[src/rtl/frac_clken_ctrl_pkg.sv]
// -----------------------------------------------------------------------------
// frac_clk_pkg
//   Shared definitions for the fractional clock-enable generator.
//   - ACC_W_MAX : widest supported accumulator / step word
//   - ch_w()    : channel-select width for a given channel count (min 1 bit)
//   - chan_cfg_t: per-channel programming state (active step, shadow, flags)
//   - step_for(): step word that yields f_ce_hz from f_src_hz, for benches and
//                 top-level constants only (elaboration/simulation time)
// -----------------------------------------------------------------------------
package frac_clk_pkg;

  localparam int ACC_W_MAX = 32;

  // Width of the channel-select field; a single channel still gets one bit.
  function automatic int ch_w(input int n_ch);
    return (n_ch > 1) ? $clog2(n_ch) : 1;
  endfunction

  // Step and shadow are sized for the widest accumulator; narrower channels
  // use the low ACC_W bits and keep the rest at zero.
  typedef struct packed {
    logic [ACC_W_MAX-1:0] step;    // step used by the accumulator now
    logic [ACC_W_MAX-1:0] shadow;  // step waiting for the next wrap
    logic                 pend;    // shadow holds an unapplied step
    logic                 en;      // channel is running
  } chan_cfg_t;

  // f_ce = f_src * step / 2^acc_w  =>  step = round(f_ce / f_src * 2^acc_w)
  function automatic longint step_for(input real f_src_hz, input real f_ce_hz,
                                      input int acc_w);
    return longint'(f_ce_hz / f_src_hz * (2.0 ** acc_w));
  endfunction

endpackage

[src/rtl/frac_clken_ctrl_if.sv]
// -----------------------------------------------------------------------------
// frac_clken_ctrl_if
//   Configuration bus into the clock-enable generator (clk_src domain).
//   cfg_wr   : one-cycle write strobe, no backpressure
//   cfg_ch   : target channel; values >= N_CH select nothing
//   cfg_step : new step word
//   cfg_en   : 1 = run the channel with cfg_step, 0 = stop it
//   cfg_sync : one-cycle pulse that phase-aligns every channel
//   Modports: master drives the bus, slave (the generator) receives it.
// -----------------------------------------------------------------------------
interface frac_clken_ctrl_if
  import frac_clk_pkg::*;
#(
  parameter int N_CH  = 4,
  parameter int ACC_W = 32
);

  localparam int CH_W = ch_w(N_CH);

  logic             cfg_wr;
  logic [CH_W-1:0]  cfg_ch;
  logic [ACC_W-1:0] cfg_step;
  logic             cfg_en;
  logic             cfg_sync;

  modport master (
    output cfg_wr,
    output cfg_ch,
    output cfg_step,
    output cfg_en,
    output cfg_sync
  );

  modport slave (
    input cfg_wr,
    input cfg_ch,
    input cfg_step,
    input cfg_en,
    input cfg_sync
  );

endinterface

[src/rtl/frac_clken_ctrl_chan.sv]
// -----------------------------------------------------------------------------
// frac_acc_chan
//   One phase-accumulator channel. Each enabled cycle adds the step word to the
//   accumulator; the carry out of the add becomes a one-cycle enable pulse and
//   toggles the square-wave output. Step changes on a running channel are held
//   in a shadow register and applied at the next wrap so the output never sees
//   a partial period.
//   Ports:
//     clk_src   : source clock
//     reset     : synchronous active-high reset
//     wr_i      : write strobe addressed to this channel
//     wr_en_i   : 1 = run with wr_step_i, 0 = stop the channel
//     wr_step_i : step word carried by the write
//     sync_i    : phase-align pulse (accumulator and clock level cleared)
//     ce_o      : registered enable pulse, high the cycle after a wrap
//     clk_o     : registered square wave, toggles on each wrap
//     pend_o    : a step update is waiting for the next wrap
// -----------------------------------------------------------------------------
module frac_acc_chan
  import frac_clk_pkg::*;
#(
  parameter int ACC_W = 32
) (
  input  logic             clk_src,
  input  logic             reset,
  input  logic             wr_i,
  input  logic             wr_en_i,
  input  logic [ACC_W-1:0] wr_step_i,
  input  logic             sync_i,
  output logic             ce_o,
  output logic             clk_o,
  output logic             pend_o
);

  chan_cfg_t        cfg_q, cfg_d;
  logic [ACC_W-1:0] acc_q, acc_d;
  logic             clk_q, clk_d;
  logic             ce_q,  ce_d;
  logic [ACC_W:0]   sum;

  // One extra bit on the add captures the wrap as the carry.
  assign sum = {1'b0, acc_q} + {1'b0, cfg_q.step[ACC_W-1:0]};

  // The three sources of change are layered in priority order: the normal
  // accumulate, then a write, then sync. Later layers read the values the
  // earlier layers produced, so a write landing with sync is already visible
  // to sync (its step applies immediately, a disable stays disabled).
  always_comb begin
    // NOTE: every variable gets a default before any branch, so no path can
    // leave one unassigned and infer a latch.
    cfg_d = cfg_q;
    acc_d = acc_q;
    clk_d = clk_q;
    ce_d  = 1'b0;

    if (cfg_q.en) begin
      acc_d = sum[ACC_W-1:0];
      if (sum[ACC_W]) begin
        ce_d  = 1'b1;
        clk_d = ~clk_q;
        // The wrap that just happened used the old step; the shadow takes
        // over from the next add.
        if (cfg_q.pend) begin
          cfg_d.step = cfg_q.shadow;
          cfg_d.pend = 1'b0;
        end
      end
    end

    if (wr_i) begin
      if (!wr_en_i) begin
        // Stop: everything quiet from the next cycle, step kept for later.
        cfg_d.en   = 1'b0;
        cfg_d.pend = 1'b0;
        cfg_d.step = ACC_W_MAX'(wr_step_i);
        acc_d      = '0;
        clk_d      = 1'b0;
        ce_d       = 1'b0;
      end else if (cfg_q.en) begin
        // Running: park the step until the next wrap. Coming after the
        // accumulate layer, a write on a wrap edge re-arms pend and waits
        // for the following wrap; repeated writes just overwrite the shadow.
        cfg_d.shadow = ACC_W_MAX'(wr_step_i);
        cfg_d.pend   = 1'b1;
      end else begin
        // Stopped: start from phase zero with the new step right away.
        cfg_d.en   = 1'b1;
        cfg_d.pend = 1'b0;
        cfg_d.step = ACC_W_MAX'(wr_step_i);
        acc_d      = '0;
      end
    end

    if (sync_i) begin
      acc_d = '0;
      clk_d = 1'b0;
      ce_d  = 1'b0;
      if (cfg_d.pend) begin
        cfg_d.step = cfg_d.shadow;
        cfg_d.pend = 1'b0;
      end
    end
  end

  always_ff @(posedge clk_src) begin
    // NOTE: state registers use non-blocking assignments so every register
    // samples the pre-edge values, independent of statement order.
    if (reset) begin
      cfg_q <= '0;
      acc_q <= '0;
      clk_q <= 1'b0;
      ce_q  <= 1'b0;
    end else begin
      cfg_q <= cfg_d;
      acc_q <= acc_d;
      clk_q <= clk_d;
      ce_q  <= ce_d;
    end
  end

  assign ce_o   = ce_q;
  assign clk_o  = clk_q;
  assign pend_o = cfg_q.pend;

  // With a narrow accumulator the upper step/shadow bits are always zero and
  // never read by the datapath.
  if (ACC_W < ACC_W_MAX) begin : g_unused_hi
    logic unused_hi;
    assign unused_hi = ^{cfg_q.step[ACC_W_MAX-1:ACC_W],
                         cfg_q.shadow[ACC_W_MAX-1:ACC_W]};
  end

endmodule

[src/rtl/frac_clken_ctrl.sv]
// -----------------------------------------------------------------------------
// frac_clken_ctrl
//   Multi-channel runtime-programmable fractional clock-enable generator.
//   Each channel is a phase accumulator producing f_ce = f_src*step/2^ACC_W
//   enable pulses and a square wave at f_ce/2, all in the clk_src domain.
//   This level decodes the configuration channel select and fans the sync
//   pulse out to every channel.
//   Ports:
//     clk_src : source clock, the only clock
//     reset   : synchronous active-high reset
//     cfg     : configuration bus (slave side of frac_clken_ctrl_if)
//     ce_o    : per-channel one-cycle enable pulses
//     clk_o   : per-channel square waves, toggling on each ce
//     pend_o  : per-channel step update pending
// -----------------------------------------------------------------------------
module frac_clken_ctrl
  import frac_clk_pkg::*;
#(
  parameter int N_CH  = 4,
  parameter int ACC_W = 32
) (
  input  logic              clk_src,
  input  logic              reset,
  frac_clken_ctrl_if.slave  cfg,
  output logic [N_CH-1:0]   ce_o,
  output logic [N_CH-1:0]   clk_o,
  output logic [N_CH-1:0]   pend_o
);

  localparam int CH_W = ch_w(N_CH);

  for (genvar i = 0; i < N_CH; i++) begin : g_ch
    // Only indices below N_CH exist, so an out-of-range select matches no
    // channel and the write is dropped.
    logic wr_hit;
    assign wr_hit = cfg.cfg_wr && (cfg.cfg_ch == CH_W'(i));

    frac_acc_chan #(
      .ACC_W (ACC_W)
    ) u_chan (
      .clk_src   (clk_src),
      .reset     (reset),
      .wr_i      (wr_hit),
      .wr_en_i   (cfg.cfg_en),
      .wr_step_i (cfg.cfg_step),
      .sync_i    (cfg.cfg_sync),
      .ce_o      (ce_o[i]),
      .clk_o     (clk_o[i]),
      .pend_o    (pend_o[i])
    );
  end

endmodule

[src/flat_wrapper.sv]
// flat-port wrapper written by rule: the top's interface ports become plain ports
module frac_clken_ctrl_flat import frac_clk_pkg::*;
#(
  parameter int N_CH  = 4,
  parameter int ACC_W = 32
)
  (clk_src, reset, ce_o, clk_o, pend_o, cfg_cfg_wr, cfg_cfg_ch, cfg_cfg_step, cfg_cfg_en, cfg_cfg_sync);
  frac_clken_ctrl_if #(.N_CH(N_CH), .ACC_W(ACC_W)) cfg_i ();
  input  logic clk_src;
  input  logic reset;
  output logic [N_CH-1:0] ce_o;
  output logic [N_CH-1:0] clk_o;
  output logic [N_CH-1:0] pend_o;
  input wire logic [$bits(cfg_i.cfg_wr)-1:0] cfg_cfg_wr;
  input wire logic [$bits(cfg_i.cfg_ch)-1:0] cfg_cfg_ch;
  input wire logic [$bits(cfg_i.cfg_step)-1:0] cfg_cfg_step;
  input wire logic [$bits(cfg_i.cfg_en)-1:0] cfg_cfg_en;
  input wire logic [$bits(cfg_i.cfg_sync)-1:0] cfg_cfg_sync;
  assign cfg_i.cfg_wr = cfg_cfg_wr;
  assign cfg_i.cfg_ch = cfg_cfg_ch;
  assign cfg_i.cfg_step = cfg_cfg_step;
  assign cfg_i.cfg_en = cfg_cfg_en;
  assign cfg_i.cfg_sync = cfg_cfg_sync;
  frac_clken_ctrl #(.N_CH(N_CH), .ACC_W(ACC_W)) u_core (.clk_src(clk_src), .reset(reset), .cfg(cfg_i), .ce_o(ce_o), .clk_o(clk_o), .pend_o(pend_o));
endmodule
[config.mk]
export PLATFORM = sky130hd
export DESIGN_NAME = frac_clken_ctrl_flat
export DESIGN_NICKNAME = d
export VERILOG_FILES = /design/src/rtl/frac_clken_ctrl_pkg.sv /design/src/rtl/frac_clken_ctrl_if.sv /design/src/rtl/frac_clken_ctrl_chan.sv /design/src/rtl/frac_clken_ctrl.sv /design/src/flat_wrapper.sv
export SDC_FILE = /design/constraint.sdc
export NUM_CORES = 1
export LEC_CHECK = 0
export CAP_MARGIN = 0
export CORE_MARGIN = 10
export CORE_UTILIZATION = 35
export DETAILED_ROUTE_END_ITERATION = 16
export GPL_TIMING_DRIVEN = 0
export PLACE_DENSITY_LB_ADDON = 0.15
export REMOVE_ABC_BUFFERS = 1
export SETUP_SLACK_MARGIN = 0.02
export SYNTH_ARGS = -nofsm -noshare
export SYNTH_HDL_FRONTEND = slang
export SYNTH_SLANG_ARGS = --single-unit
[constraint.sdc]
create_clock -name clk_src -period 3.93 [get_ports clk_src]
set_input_delay 0.786 -clock clk_src [delete_from_list [all_inputs] [get_ports clk_src]]
set_output_delay 0.786 -clock clk_src [all_outputs]
set_load 0.05 [all_outputs]
# After elaboration in Yosys (flattened, before gate mapping)
# Index checks and enable logic that the tools add are counted.
# totals
reg_bits,400
in_bits,39
output_inout_bits,12
wordCells,149
# classes
addsub,4
eq_ne,3
mux,104
bitwise_logic,4
n_reduce_logical,6
# ops
cell,n
$mux 32,52
$mux 66,4
$add 32x32->33,4
$mux 1,44
$mux 2,4
$eq 2x2->1 const B,2
$logic_and 1x1->1,4
$not 1->1,4
$eq 2x1->1 const B,1
$logic_not 2->1,1
$reduce_or 2->1,1

# Depth between registers and ports, before layout
# depth
ltp_word,8
mapped_depth,15
ltp_nobuf,13

# By module
# A second synthesis with hierarchy kept.
# unflattened
hier_cells,2984
hier_area_um2,25321.8
# modules_own_cells
mod,instances,cells_each,area_per_inst_um2,seq_area_each_um2
frac_acc_chan,4,745,6321.1,2001.9
frac_clken_ctrl,1,4,37.5,0.0

# Least setup slack after synthesis
# Ideal clock, no wire load.
# synth_path
path_kind,register to register
startpoint,reg u_core.g_ch[0].u_chan.cfg_q[34] (netlist bit)
endpoint,reg u_core.g_ch[0].u_chan.cfg_q[47] (netlist bit)
setup_time_ps,121
arrival_time_ps,3045
t_required_ps,3809
setup_slack_ps,765
path_stages_with_launch,14
path_buffers,1
synth_period_minus_slack_ps,3165
cell_sequence,dfxtp_1 > ha_1 > inv_1 > fa_1 > nor2b_1 > o31ai_1 > a211oi_1 > o2111ai_1 > a21oi_1 > a31oi_2 > and3_1 > o21ai_1 > buf_2 > mux2_2
# synth_between
elab_chain_len,8
word_cells_on_any_way,10
cone_classes,add/sub (1); mux (9)
# synth_rtl
item,line,source
start: declaration,frac_clken_ctrl_chan.sv:35,"chan_cfg_t cfg_q, cfg_d;"
start signal: assignment,frac_clken_ctrl_chan.sv:114,cfg_q <= cfg_d;
$add 32x32->33 *,frac_clken_ctrl_chan.sv:42,"assign sum = {1'b0, acc_q} + {1'b0, cfg_q.step[ACC_W-1:0]};"
$mux 32,frac_clken_ctrl_chan.sv:58,if (sum[ACC_W]) begin
$mux 32,frac_clken_ctrl_chan.sv:56,if (cfg_q.en) begin
$mux 32,frac_clken_ctrl_chan.sv:79,end else if (cfg_q.en) begin
$mux 32,frac_clken_ctrl_chan.sv:71,if (!wr_en_i) begin
$mux 66 *,frac_clken_ctrl_chan.sv:70,if (wr_i) begin
$mux 32,frac_clken_ctrl_chan.sv:98,if (cfg_d.pend) begin
$mux 32 *,frac_clken_ctrl_chan.sv:94,if (sync_i) begin
# Every way passes the cells marked *; elsewhere a longest branch is shown, timed or not.
# A chain may end at the register's enable or synchronous reset.

# Worst setup path after layout
# layout_path
startpoint,in cfg_cfg_ch[0]
endpoint,reg u_core.g_ch[3].u_chan.cfg_q[39] (netlist bit)
# layout_between
elab_chain_len,5
# layout_rtl
item,line,source
start: declaration,flat_wrapper.sv:15,input wire logic [$bits(cfg_i.cfg_ch)-1:0] cfg_cfg_ch;
$eq 2x2->1 *,frac_clken_ctrl.sv:36,assign wr_hit = cfg.cfg_wr && (cfg.cfg_ch == CH_W'(i));
$logic_and 1x1->1 *,frac_clken_ctrl.sv:36,
$mux 66 *,frac_clken_ctrl_chan.sv:70,
$mux 32,frac_clken_ctrl_chan.sv:98,
$mux 32 *,frac_clken_ctrl_chan.sv:94,
end signal: assignment,frac_clken_ctrl_chan.sv:114,
end: declaration,frac_clken_ctrl_chan.sv:35,
# Marked as above.

==> flow_metrics.py <==
metrics = {
    "detailed_routing": {
        "drc": 0,
        "antenna_left": 0,
        "wire_per_inst_um": 19.7,
        "routed_wl_um": 71700,
        "via_per_inst": 5.63,
        "dr.pass1.iters": 7,
        "vias": 20453,
        "drt_iter0_drc": 1431,
    },
    "die": {
        "die_y_um": 278,
        "rows": 94,
        "initial_core_util_pct": 35.3,
        "io_pins": 51,
        "core_area_um2": 65900,
        "fp.dieW_um": 278,
        "dieArea_um2": 77100,
    },
    "global_routing": {
        "grt.total_usage_pct": 17.6,
        "grt_max_degree": 145,
        "antenna_found_initial": 0,
        "grt_pass1_vias": 19841,
        "grt-ovfl-total": 0,
        "grt_pass1_wl_um": 110000,
    },
    "cells_and_area": {
        "multiInputGateArea_um2": 14200,
        "diodes": 0,
        "syn2layout_area_growth_pct": 13.0,
        "seqCellArea_um2": 8010,
        "drive_above_1_share_pct": 7.77,
        "nFillCells": 6657,
        "nets": 2903,
        "mostFrequentLayoutCells": "400 x dfxtp_1, 357 x nor2_1, 322 x nand2_1",
        "final_common_cell": "dfxtp_1",
        "final_area_um2": 26300,
    },
    "clock_tree": {
        "cts_tree": "done",
        "cts_buffers": 48,
        "cts_hold_buf": 0,
        "clk_pin_slew_ns": 0.06,
        "cts-root-buf": "clkbuf_16",
        "clkSinkCount": 400,
        "cts_max_level": 2,
        "clk_latency_ns": 0.60,
        "clock_path_buffers": 3,
    },
    "critical_path": {
        "required_ns": 4.42,
        "worstSetupEndpoint": "u_core.g_ch[3].u_chan.cfg_q[39]$_SDFF_PP0_",
        "worstPathArrival_ns": 4.16,
        "path_common_cell": "buf_16",
        "critical_path.top_delay_family": "simple AND/OR/NAND/NOR gates",
        "cp_num_cells": 10,
        "rrSetupSlack_ns": 0.27,
        "r2r_start": "u_core.g_ch[2].u_chan.cfg_q[34]$_SDFF_PP0_",
        "crit_path_cell_trace": "clkdlybuf4s50_1, nand3_1, nor2_4, a21oi_1, o31ai_4, buf_12, buf_16, buf_16, a2111oi_0, a21o_1",
        "worstPathMaxFanout": 33,
        "crit_slowest_cell": "nor2_4",
        "crit_type": "in2reg",
        "cpPeakStageDelay_ns": 0.88,
        "setup.worst_path.start": "cfg_cfg_ch[0]",
        "startpoint_type": "primary input",
        "timing.rr.end": "u_core.g_ch[2].u_chan.cfg_q[35]$_SDFF_PP0_",
        "path_buf_inv": 4,
        "rr_worst_depth": 15,
        "endpoint_kind": "flip-flop",
    },
    "synth": {
        "ys_ff_latch": 400,
        "seq_area_frac_synth_pct": 34.4,
        "synthTopCellsByArea": "dfxtp_1 34%, ha_1 6.9%, nor2_1 5.9%, a21oi_1 5.5%, nand2_1 5.2%",
        "syn-mean-instance-area_um2": 8.23,
        "synth_cells": 2824,
        "synth_ff_type": "dfxtp_1",
        "synth_warnings": 0,
        "yosysTopAreaCellShare_pct": 34.4,
        "async_reset_ff_share_pct": 0,
        "ys_types": 87,
        "synth_area_leader_cell": "dfxtp_1",
        "synth.cell_area_um2": 23300,
        "synth-edff-count": 0,
    },
    "sta": {
        "slew_headroom_pct": 18.9,
        "hold_viol": 0,
        "min_period_ns": 3.67,
        "fmax_mhz": 272,
        "grt_setup_unrepaired": "no",
        "finalClockSkew_ns": 0.0236,
        "slew_viol_final": 0,
        "setup_ws_ns": 0.257,
        "finalCritPeriodShare_pct": 93.5,
        "worst_pin_slew_ns": 1.21,
        "setup-violations-final": 0,
    },
    "job": {
        "maxCapViolCount": 0,
    },
    "pwr": {
        "irDropWorstVdd_v": 0.000329,
        "power.leakage_nw": 11.1,
        "power-per-cell-area_nw_per_um2": 366,
    },
    "place": {
        "dp_hpwl_um": 46800,
        "place.gp.congestion": 0.830,
        "port_buffers": 50,
        "dpl_cell_area_um2": 24300,
        "dp_slack_ns": -0.437,
    },
    "status": {
        "status": "completed",
    },
    "min_path": {
        "hold_class": "reg2reg",
    },
}
==> stage by stage <==
stage / instances / power (mW) / hold WS (ns) / setup TNS (ns) / util [%]
2_1_floorplan: 2588 / 4.71 / 0.436 / -52.86 / -
3_3_place_gp: 3502 / 5.05 / 0.459 / -2342.21 / 35.9
3_5_place_dp: 3525 / 5.09 / 0.464 / -28.79 / 36.9
4_1_cts: 3615 / 9.76 / 0.472 / 0 / 39.5
5_1_grt: 3631 / 10.0 / 0.497 / 0 / 39.9
6_report: 3631 / 9.62 / 0.472 / 0 / 39.9
==> what timing repair did <==
item | in CTS | in global routing
resized for setup | 6 | 32
gates cloned | 1 | 2
buffers inserted | 4 | 14
setup endpoints to repair | 96 | 106
pin swaps | 3 | 8
==> per-layer routing <==
layer  up-vias  global-route usage, %  wire, um
met3       103                   2.60      3220
met5         -                      0         0
met4         0                   5.89      2000
met2       447                   29.9     33700
met1      9880                   22.4     32700
li1      10023                      -         -
==> power by group <==
part / internal [mW] / switching [mW]
clock network: 2.78 / 1.83
logic: 0.288 / 0.500
registers: 4.14 / 0.0854
total: 7.20 / 2.42
==> flip-flops by register name, indices dropped and copies added, names as in the netlist <==
| register | cells |
|---|---|
| u_core.g_ch.u_chan.pend_o | 4 |
| u_core.g_ch.u_chan.clk_o | 4 |
| u_core.g_ch.u_chan.acc_q | 128 |
| u_core.g_ch.u_chan.cfg_q | 260 |
| u_core.g_ch.u_chan.ce_o | 4 |
==> cells by family after synthesis <==
group | Yosys count | share of synthesized area, %
xor+xnor | 105 | 3.96
mux | 131 | 5.82
simple gates | 892 | 16.1
flops | 400 | 34.4
fa+ha+maj | 132 | 7.23
buf+inv | 270 | 5.66
compound gates | 894 | 26.8
==> how the worst min path moves through the flow <==
stage | start | end | slack, ns | cells after the start
3_3_place_gp | u_core.g_ch[0].u_chan.acc_q[29]$_SDFF_PP0_ | u_core.g_ch[0].u_chan.acc_q[29]$_SDFF_PP0_ | 0.46 | 2
2_1_floorplan | u_core.g_ch[3].u_chan.acc_q[26]$_SDFF_PP0_ | u_core.g_ch[3].u_chan.acc_q[26]$_SDFF_PP0_ | 0.44 | 2
5_1_grt | u_core.g_ch[3].u_chan.acc_q[25]$_SDFF_PP0_ | u_core.g_ch[3].u_chan.acc_q[25]$_SDFF_PP0_ | 0.50 | 1
4_1_cts | u_core.g_ch[1].u_chan.cfg_q[12]$_SDFF_PP0_ | u_core.g_ch[1].u_chan.cfg_q[12]$_SDFF_PP0_ | 0.47 | 2
3_5_place_dp | u_core.g_ch[1].u_chan.cfg_q[12]$_SDFF_PP0_ | u_core.g_ch[1].u_chan.cfg_q[12]$_SDFF_PP0_ | 0.46 | 2
6_report | u_core.g_ch[1].u_chan.cfg_q[12]$_SDFF_PP0_ | u_core.g_ch[1].u_chan.cfg_q[12]$_SDFF_PP0_ | 0.47 | 2
==> cells in the mapped netlist, types with 6 or more instances <==
cell,n
and3_1,9
o21bai_1,14
nand2_1,324
mux2i_1,98
a21oi_1,255
a32oi_1,8
a2111oi_1,28
inv_1,34
xnor2_1,64
nand3_1,41
dfxtp_1,400
a31oi_1,15
nand2b_1,16
xor2_1,41
buf_2,16
nand4_1,17
mux2_1,11
a211oi_1,51
o41ai_1,33
a21o_1,132
clkbuf_2,31
buf_4,18
or3_1,10
a41oi_1,6
o21ai_0,80
ha_1,128
a22oi_1,53
nor2b_1,13
mux2_2,22
clkbuf_1,154
nor2_1,366
o21ai_1,7
o21a_1,54
and2_1,13
a2111oi_0,71
o31ai_1,14
o221a_2,6
nor3_1,59
a22o_1,14
==> worst reg2reg max path, stage by stage, from the launching register on <==
cell and delay (ns):
dfxtp_1 0.38, ha_1 0.21, inv_1 0.07, fa_1 0.40
nor2b_1 0.13, o21a_1 0.15, o21ai_1 0.12, a21oi_1 0.22
a21oi_1 0.19, o211ai_2 0.17, buf_4 0.18, a21oi_1 0.20
o31a_4 0.37, buf_12 0.17, or3_1 0.38, o31ai_1 0.20
==> layout make-up <==
class | count | area share [%]
clock buffers | 65 | 5.39
clock inverters | 20 | 0.834
inverters | 34 | 0.486
multi-input cells | 2157 | 54.1
flip-flops and latches | 400 | 30.5
well taps | 864 | 4.12
repair buffers | 91 | 4.57
(Power assumes the default switching activity.)
